## config.mk

```make
export PLATFORM = sky130hd
export DESIGN_NAME = demod_audio_i2s
export DESIGN_NICKNAME = d
export VERILOG_FILES = /design/src/rtl/demod_audio_i2s.sv
export SDC_FILE = /design/constraint.sdc
export NUM_CORES = 1
export LEC_CHECK = 0
export ABC_AREA = 1
export BUFFER_PORTS_ARGS = -buffer_cell sky130_fd_sc_hd__buf_2
export CORE_MARGIN = 1
export CORE_UTILIZATION = 40
export DETAILED_ROUTE_END_ITERATION = 8
export GPL_TIMING_DRIVEN = 0
export SYNTH_ARGS = -nofsm -noshare
export SYNTH_HDL_FRONTEND = slang
export SYNTH_SLANG_ARGS = --single-unit
```

## constraint.sdc

```tcl
create_clock -name clk_in -period 2.9 [get_ports clk_in]
set_clock_uncertainty 0.1 [all_clocks]
set_input_delay 0.29 -clock clk_in [delete_from_list [all_inputs] [get_ports clk_in]]
set_output_delay 0.29 -clock clk_in [all_outputs]
set_load 0.02 [all_outputs]
```

## src/rtl/demod_audio_i2s.sv

```systemverilog
// Demodulator audio back-end: AM/FM select, boxcar decimation to 16-bit PCM, mono Philips I2S out.
// Optional DC remover after the decimator is enabled by defining AUDIO_DC_BLOCK_EN.
module demod_audio_i2s #(
  parameter int INPUT_WIDTH = 12,
  parameter int DECIM_LOG2  = 11,
  parameter int BCLK_HALF   = 16,
  parameter int DC_SHIFT    = 10
) (
  input  logic                   clk_in,
  input  logic                   sys_rst_n,
  input  logic [INPUT_WIDTH-1:0] am_in,
  input  logic [INPUT_WIDTH-1:0] fm_in,
  input  logic                   src_sel,
  output logic [15:0]            sample_out,
  output logic                   sample_valid,
  output logic                   underrun,
  output logic                   i2s_bclk,
  output logic                   i2s_lrck,
  output logic                   i2s_sdata
);

  localparam int ACC_W = INPUT_WIDTH + DECIM_LOG2;
  localparam int SHIFT = ACC_W - 16;
  localparam int DIV_W = $clog2(BCLK_HALF);

  if (BCLK_HALF < 2 || DC_SHIFT < 1 || DECIM_LOG2 < 1) begin : g_bad_params
    $error("demod_audio_i2s: BCLK_HALF must be >= 2, DC_SHIFT and DECIM_LOG2 >= 1");
  end

  typedef enum logic {IDLE, RUN} state_t;

  logic                    sel_q;
  logic [DECIM_LOG2-1:0]   decim_cnt;
  logic signed [ACC_W-1:0] acc;
  logic signed [15:0]      d_q;
  logic                    d_valid;

  logic                          eff_sel;
  logic [INPUT_WIDTH-1:0]        raw;
  logic signed [INPUT_WIDTH-1:0] x;
  logic signed [ACC_W-1:0]       x_ext;
  logic signed [ACC_W-1:0]       sum;
  logic signed [15:0]            d_next;
  logic                          window_last;

  // The first sample of a window uses the live select so a window never mixes sources.
  assign eff_sel     = (decim_cnt == '0) ? src_sel : sel_q;
  assign raw         = eff_sel ? fm_in : am_in;
  assign x           = {~raw[INPUT_WIDTH-1], raw[INPUT_WIDTH-2:0]};
  assign x_ext       = {{DECIM_LOG2{x[INPUT_WIDTH-1]}}, x};
  assign sum         = acc + x_ext;
  assign window_last = &decim_cnt;

  if (SHIFT >= 0) begin : g_shift_right
    assign d_next = 16'(sum >>> SHIFT);
  end else begin : g_shift_left
    assign d_next = 16'(sum) <<< (-SHIFT);
  end

  always_ff @(posedge clk_in or negedge sys_rst_n) begin
    if (!sys_rst_n) begin
      decim_cnt <= '0;
      acc       <= '0;
      sel_q     <= 1'b0;
      d_q       <= '0;
      d_valid   <= 1'b0;
    end else begin
      decim_cnt <= decim_cnt + 1'b1;
      d_valid   <= window_last;
      if (decim_cnt == '0) begin
        acc   <= x_ext;
        sel_q <= src_sel;
      end else begin
        acc <= sum;
      end
      if (window_last) d_q <= d_next;
    end
  end

`ifdef AUDIO_DC_BLOCK_EN
  localparam int M_W = 16 + DC_SHIFT;

  logic signed [M_W-1:0] m_acc;
  logic signed [15:0]    m;
  logic signed [16:0]    diff;
  logic [15:0]           y_sat;
  logic [15:0]           y_q;
  logic                  y_valid;

  assign m    = 16'(m_acc >>> DC_SHIFT);
  assign diff = $signed({d_q[15], d_q}) - $signed({m[15], m});

  always_comb begin
    y_sat = diff[15:0];
    if (diff > 17'sd32767)       y_sat = 16'h7FFF;
    else if (diff < -17'sd32768) y_sat = 16'h8000;
  end

  always_ff @(posedge clk_in or negedge sys_rst_n) begin
    if (!sys_rst_n) begin
      m_acc   <= '0;
      y_q     <= '0;
      y_valid <= 1'b0;
    end else begin
      y_valid <= d_valid;
      if (d_valid) begin
        y_q   <= y_sat;
        m_acc <= m_acc + {{(DC_SHIFT-1){diff[16]}}, diff};
      end
    end
  end

  assign sample_out   = y_q;
  assign sample_valid = y_valid;
`else
  assign sample_out   = d_q;
  assign sample_valid = d_valid;
`endif

  state_t           state;
  logic [DIV_W-1:0] div_cnt;
  logic [5:0]       bit_cnt;
  logic [15:0]      shift_word;
  logic [15:0]      hold;
  logic             fresh;

  logic       fall_tick;
  logic       frame_load;
  logic [5:0] next_bit;
  logic [4:0] slot_pos;
  logic       slot_bit;

  assign fall_tick  = (state == RUN) && (div_cnt == DIV_W'(BCLK_HALF - 1)) && i2s_bclk;
  assign next_bit   = bit_cnt + 6'd1;
  assign frame_load = fall_tick && (next_bit == 6'd0);
  assign slot_pos   = next_bit[4:0];
  assign slot_bit   = (slot_pos >= 5'd1 && slot_pos <= 5'd16) ?
                      shift_word[4'(5'd16 - slot_pos)] : 1'b0;

  // Holding register, frame sequencer and serialiser share one block so a load
  // coinciding with a new sample reads the old word and leaves fresh set.
  always_ff @(posedge clk_in or negedge sys_rst_n) begin
    if (!sys_rst_n) begin
      state      <= IDLE;
      div_cnt    <= '0;
      bit_cnt    <= '0;
      shift_word <= '0;
      hold       <= '0;
      fresh      <= 1'b0;
      underrun   <= 1'b0;
      i2s_bclk   <= 1'b0;
      i2s_lrck   <= 1'b0;
      i2s_sdata  <= 1'b0;
    end else begin
      underrun <= 1'b0;
      if (sample_valid) begin
        hold  <= sample_out;
        fresh <= 1'b1;
      end else if (frame_load) begin
        fresh <= 1'b0;
      end

      case (state)
        IDLE: begin
          if (sample_valid) begin
            state    <= RUN;
            div_cnt  <= '0;
            i2s_bclk <= 1'b0;
            bit_cnt  <= 6'd63;
          end
        end
        RUN: begin
          if (div_cnt == DIV_W'(BCLK_HALF - 1)) begin
            div_cnt  <= '0;
            i2s_bclk <= ~i2s_bclk;
            if (i2s_bclk) begin
              bit_cnt   <= next_bit;
              i2s_lrck  <= next_bit[5];
              i2s_sdata <= slot_bit;
              if (next_bit == 6'd0) begin
                shift_word <= hold;
                underrun   <= ~fresh;
              end
            end
          end else begin
            div_cnt <= div_cnt + 1'b1;
          end
        end
        default: state <= IDLE;
      endcase
    end
  end

endmodule

```

## After elaboration in Yosys (flattened, before gate mapping)

Cells that the tools add are included.

- Flip-flop bits (word level): 100
- Bits of input ports: 27
- Output and inout port bits: 21

- Add/subtract/negate cells: 5
- $lt $le $gt $ge: 3
- Eq/ne operators: 4
- Multiplexer cells: 24
- Bitwise operators: 4
- Reductions and logical operators: 12

Operators by type and width:

| cell | number |
|---|---|
| $add 23x12->23 | 1 |
| $mux 23 | 1 |
| $mux 6 | 3 |
| $mux 1 | 13 |
| $mux 12 | 1 |
| $pmux 6 s2 | 1 |
| $add 11x1->11 const B | 1 |
| $logic_not 11->1 | 1 |
| $reduce_and 11->1 | 1 |
| $mux 4 | 2 |
| $pmux 4 s2 | 1 |
| $add 6x1->6 const B | 1 |
| $logic_not 6->1 | 1 |
| $reduce_and 3->1 | 2 |
| $ge 5x1->1 const B | 1 |
| $le 5x5->1 const B | 1 |
| $lt 4x5->1 const B | 1 |
| $add 4x1->4 const B | 1 |
| $bmux 1 s4 | 1 |
| $eq 4x4->1 const B | 1 |
| $logic_and 1x1->1 | 4 |
| $ne 2x2->1 const B | 2 |
| $not 1->1 | 4 |
| $reduce_and 4->1 | 1 |
| other kinds (5) | 5 |

## Logic depth before layout (Yosys ltp)

- Depth after elaboration: 6
- Mapped depth: 25
- Gate-level depth less buffers: 24

## Least setup slack after synthesis

Ideal clock, no wire load.

- Kind: reg2reg
- Start: register decim_cnt[0]
- End: register acc[19]
- Arrival time: 2923 ps
- Data required time: 2671 ps
- Setup slack: -252 ps
- Stages on the path, launching flop included: 25
- Cell sequence: dfrtp_1 -> inv_1 -> ha_1 -> inv_1 -> nor2_1 -> nand2_1 -> o21bai_4 -> nand2_2 -> inv_1 -> clkbuf_1 -> nand2_1 -> nand2_1 -> ha_1 -> a21oi_1 -> inv_1 -> a31oi_1 -> o21ai_0 -> nand2_1 -> nand2_1 -> nand2_1 -> nand2_1 -> nand2_1 -> nand3_1 -> nand3_1 -> nand2_1

- Word-level cells in the longest chain between the ends: 6

RTL lines:

| what | line | text |
|---|---|---|
| from (decl) | 33 | `logic [DECIM_LOG2-1:0] decim_cnt;` |
| from (signal assigned) | 68 | `decim_cnt <= decim_cnt + 1'b1;` |
| $logic_not 11->1 * | 47 | `assign eff_sel = (decim_cnt == '0) ? src_sel : sel_q;` |
| $mux 1 * | n/a |  |
| via eff_sel | 38 | `logic eff_sel;` |
| $mux 12 * | 48 | `assign raw = eff_sel ? fm_in : am_in;` |
| $not 1->1 | 49 | `assign x = {~raw[INPUT_WIDTH-1], raw[INPUT_WIDTH-2:0]};` |
| $add 23x12->23 | 51 | `assign sum = acc + x_ext;` |
| $mux 23 * | 70 | `if (decim_cnt == '0) begin` |
| to (signal assigned) | 71 | `acc <= x_ext;` |
| to (signal assigned) | 74 | `acc <= sum;` |
| to (decl) | 34 | `logic signed [ACC_W-1:0] acc;` |

Mark *: on every way through the listed nets, which the timed path passes. The rest lies on a longest branch.
A chain may end at the register's enable or synchronous reset.

## Worst setup path in the final report

- Start: register decim_cnt[1]
- End: register acc[20]

- Word-level cells in the longest chain between the ends: 6

RTL lines:

| what | line |
|---|---|
| $logic_not 11->1 * | 47, 70 |
| $mux 1 | n/a |
| $mux 12 | 48 |
| $not 1->1 | 49 |
| $add 23x12->23 | 51 |
| $mux 23 * | 70 |

Mark *: on every way between the ends. The rest lies on a longest branch, timed or not.

==> flow_summary.toml <==
[die]
initial_core_util = 0.410
fp.dieW_um = 118
rows = 42
io_pins = 48
core_mm2 = 0.0132
dieArea_mm2 = 0.0140
die_h_um = 118

[routing]
vias = 4806
firstDrtPassIters = 7
routed_wl_mm = 13.8
drt_iter0_markers = 230
vias_per_cell = 5.02
drc = 1
ant_nets = 0
detail_route.wl_per_cell_um = 14.4

[placed_design]
post-dp-hpwl_mm = 9.18
dp.cells = 905
gp_congestion = 0.911
place_ws_ns = -0.587
io_buffers = 47

[synth]
dominantRegCellSynth = "dfrtp_1"
seq_area_frac_synth = 0.463
synth_nets = 727
syn_avg_cell_area_um2 = 7.94
synth_compound_area_frac = 0.122
async_reset_ff_frac = 1.00
synth_top_family_by_area = "simple AND/OR/NAND/NOR gates"
yosys_warnings = 0
synthMuxAreaShare = 0
synth-edff-count = 0
synthXorXnorAreaFrac = 0.0438
synth-seq-cells = 100
yosys.area_share.simple = 0.254
synth_area_mm2 = 0.00541
yosys.area_share.adder = 0.0454
synth_cell_types = 41
synth_cells = 681

[worst_setup_path]
critPathKind = "reg -> reg"
critPathCaptureType = "flip-flop"
path_max_fanout = 5
required_ns = 3.02
cp_data_arrival_time_ns = 3.22
startpoint_type = "flip-flop"

[sta]
drv_slew = 0
setup_ws_ns = -0.200
hold_viol = 0
tightest_slew_ns = 0.779
fmax_mhz = 323
timing.final.crit_period_ns = 3.10
period_share = 1.07
maxSlewHeadroom = 0.474
setup_viol = 28
rsz0062_at_grt = "true"

[global_route]
grt_pass1_vias = 4701
grt_antenna_before_repair = 0
grt_max_degree = 60
grt_first_pass_wirelength_mm = 22.4
grt_overflow = 0
grt_usage = 0.201

[cts]
clk_latency_ns = 0.35
clock-sinks = 100
path_clk_slew_ns = 0.08
cts_buffer_depth = 2
numCtsBuffers = 9
cts-root-buf = "clkbuf_16"
htreeDepth = 3
cts_tree = "done"

[layout]
utilization = 0.548
num_antenna_cells = 0
fin_cells = 958
area_growth_pct = 33.8
nNetsFinal = 823
multi_input_area_mm2 = 0.00318
final-seq-area_mm2 = 0.00251
drive_gt1_frac = 0.309
fillers = 1199

[status]
status = "complete, but fails checks"
violations = "design-rule violations, negative setup slack"

[pwr]
peakVddDrop_mv = 0.405
power.total_w = 0.00535
p_leak_nw = 3.46
power.density_mw_per_mm2 = 740

[job]
cap_violations = 0

[worst_hold_path]
hold_class = "in -> reg"
==> routing by layer <==
| metal | wire (µm) | track usage |
|---|---|---|
| met2 | 7050 | 0.362 |
| met5 | 0 | 0 |
| met3 | 416 | 0.0367 |
| met1 | 6050 | 0.242 |
| met4 | 305 | 0.0649 |
==> critical path, stage by stage, from the launching register on <==
cell,delay [ns]
dfrtp_1,0.39
inv_2,0.08
ha_4,0.15
inv_2,0.04
nor2_4,0.07
nand2_2,0.07
o21bai_4,0.19
nand2_8,0.11
clkbuf_16,0.18
nand2_2,0.06
nand2_2,0.09
ha_4,0.30
nand2_1,0.10
nor2_4,0.15
nand3_2,0.11
o2111ai_4,0.11
nand2_2,0.13
nand3_4,0.13
nand3_4,0.10
nand2_1,0.09
nand2_1,0.06
nand3_1,0.07
nand2_1,0.06
==> flip-flops by register name (all words and copies together), names as in the netlist <==
register	flops
acc	23
bit_cnt	6
decim_cnt	11
div_cnt	4
fresh	1
hold	16
i2s_bclk	1
i2s_lrck	1
i2s_sdata	1
sample_out	16
sample_valid	1
sel_q	1
shift_word	16
state	1
underrun	1
==> worst paths after layout <==
check / from / to / slack, ns / cells past startpoint
setup / recovery: decim_cnt[1] / acc[20] / -0.20 / 22
hold / removal: fm_in[0] / acc[0] / 0.18 / 5
setup reg to reg: decim_cnt[1] / acc[20] / -0.20 / 22
hold reg to reg: fresh / underrun / 0.34 / 1
max in group asynchronous: sys_rst_n / bit_cnt[4] / 1.63 / 3
min in group asynchronous: sys_rst_n / decim_cnt[2] / 0.39 / 2
==> what timing repair did <==
item / 4_1_cts / 5_1_grt
buffers inserted: 22 / 12
resized for setup: 98 / 63
endpoints found under the setup margin: 34 / 37
hold endpoints to repair: 41 / 0
hold buffers: 1 / 0
pin swaps: 36 / 50
cloned: 2 / 0
==> where the power goes <==
| group | internal [W] | switching [W] | total, W |
|---|---|---|---|
| sequential | 0.00157 | 0.000189 | 0.00176 |
| clock | 0.000694 | 0.000585 | 0.00128 |
| combinational | 0.00104 | 0.00127 | 0.00231 |
| total | 0.00331 | 0.00204 | 0.00535 |
==> placed cells by master (no fill, tap or decap), types with 10 or more instances in the layout <==
cell and count:
ha_4 13, buf_2 46, clkbuf_1 14, buf_4 32
xor2_1 17, nand3_2 14, dfrtp_1 97, clkbuf_16 10
inv_1 67, o21ai_1 15, nand2_2 38, inv_2 15
nand3_1 32, nand2_1 160, nor2_1 34, a21oi_1 15
nand2_4 13, o21ai_0 46
==> Yosys cell counts (all sizes together) (2+ instances only) <==
library cell,n,area share
nand2,212,0.15
ha,18,0.042
dfrtp,100,0.46
a22oi,2,0.0028
a21o,2,0.0028
o221ai,2,0.0032
a31oi,3,0.0035
buf,2,0.0035
nor2,43,0.033
a21oi,22,0.020
o22ai,7,0.0081
or2,3,0.0035
o21ai,64,0.059
nand4,3,0.0035
nor3,6,0.0074
clkbuf,16,0.011
xnor2,4,0.0065
inv,83,0.058
nand3,50,0.051
o41ai,5,0.0081
xor2,23,0.037
==> per-stage QoR <==
| step | instance area [µm²] | hold slack (ns) | setup TNS [ns] |
|---|---|---|---|
| after floorplan | 5470 | -0.106 | -0.000971 |
| after global placement | 5920 | 0.321 | -10.60 |
| after detailed placement | 5950 | 0.237 | -12.84 |
| after CTS | 6890 | 0.167 | -5.10 |
| after global routing | 7230 | 0.216 | -8.43 |
| final | 7230 | 0.182 | -3.42 |
==> layout make-up <==
| cell class | count | area share |
|---|---|---|
| clock inverters | 7 | 0.0128 |
| plain buffers | 18 | 0.0154 |
| flip-flops and latches | 100 | 0.347 |
| well taps | 176 | 0.0305 |
| clock buffers | 9 | 0.0311 |
| inverters | 83 | 0.0441 |
| repair buffers | 85 | 0.0796 |
| multi-input cells | 480 | 0.440 |
==> cells by family (layout without fill, tap and decap cells) <==
group,after synthesis,count (layout)
AO/OA/AOI/OAI,114,114
XOR/XNOR,27,27
adder cells (fa/ha/maj),19,19
buffers and inverters,101,202
flip-flops,100,100
AND/OR/NAND/NOR,320,320
(Power assumes the default switching activity.)
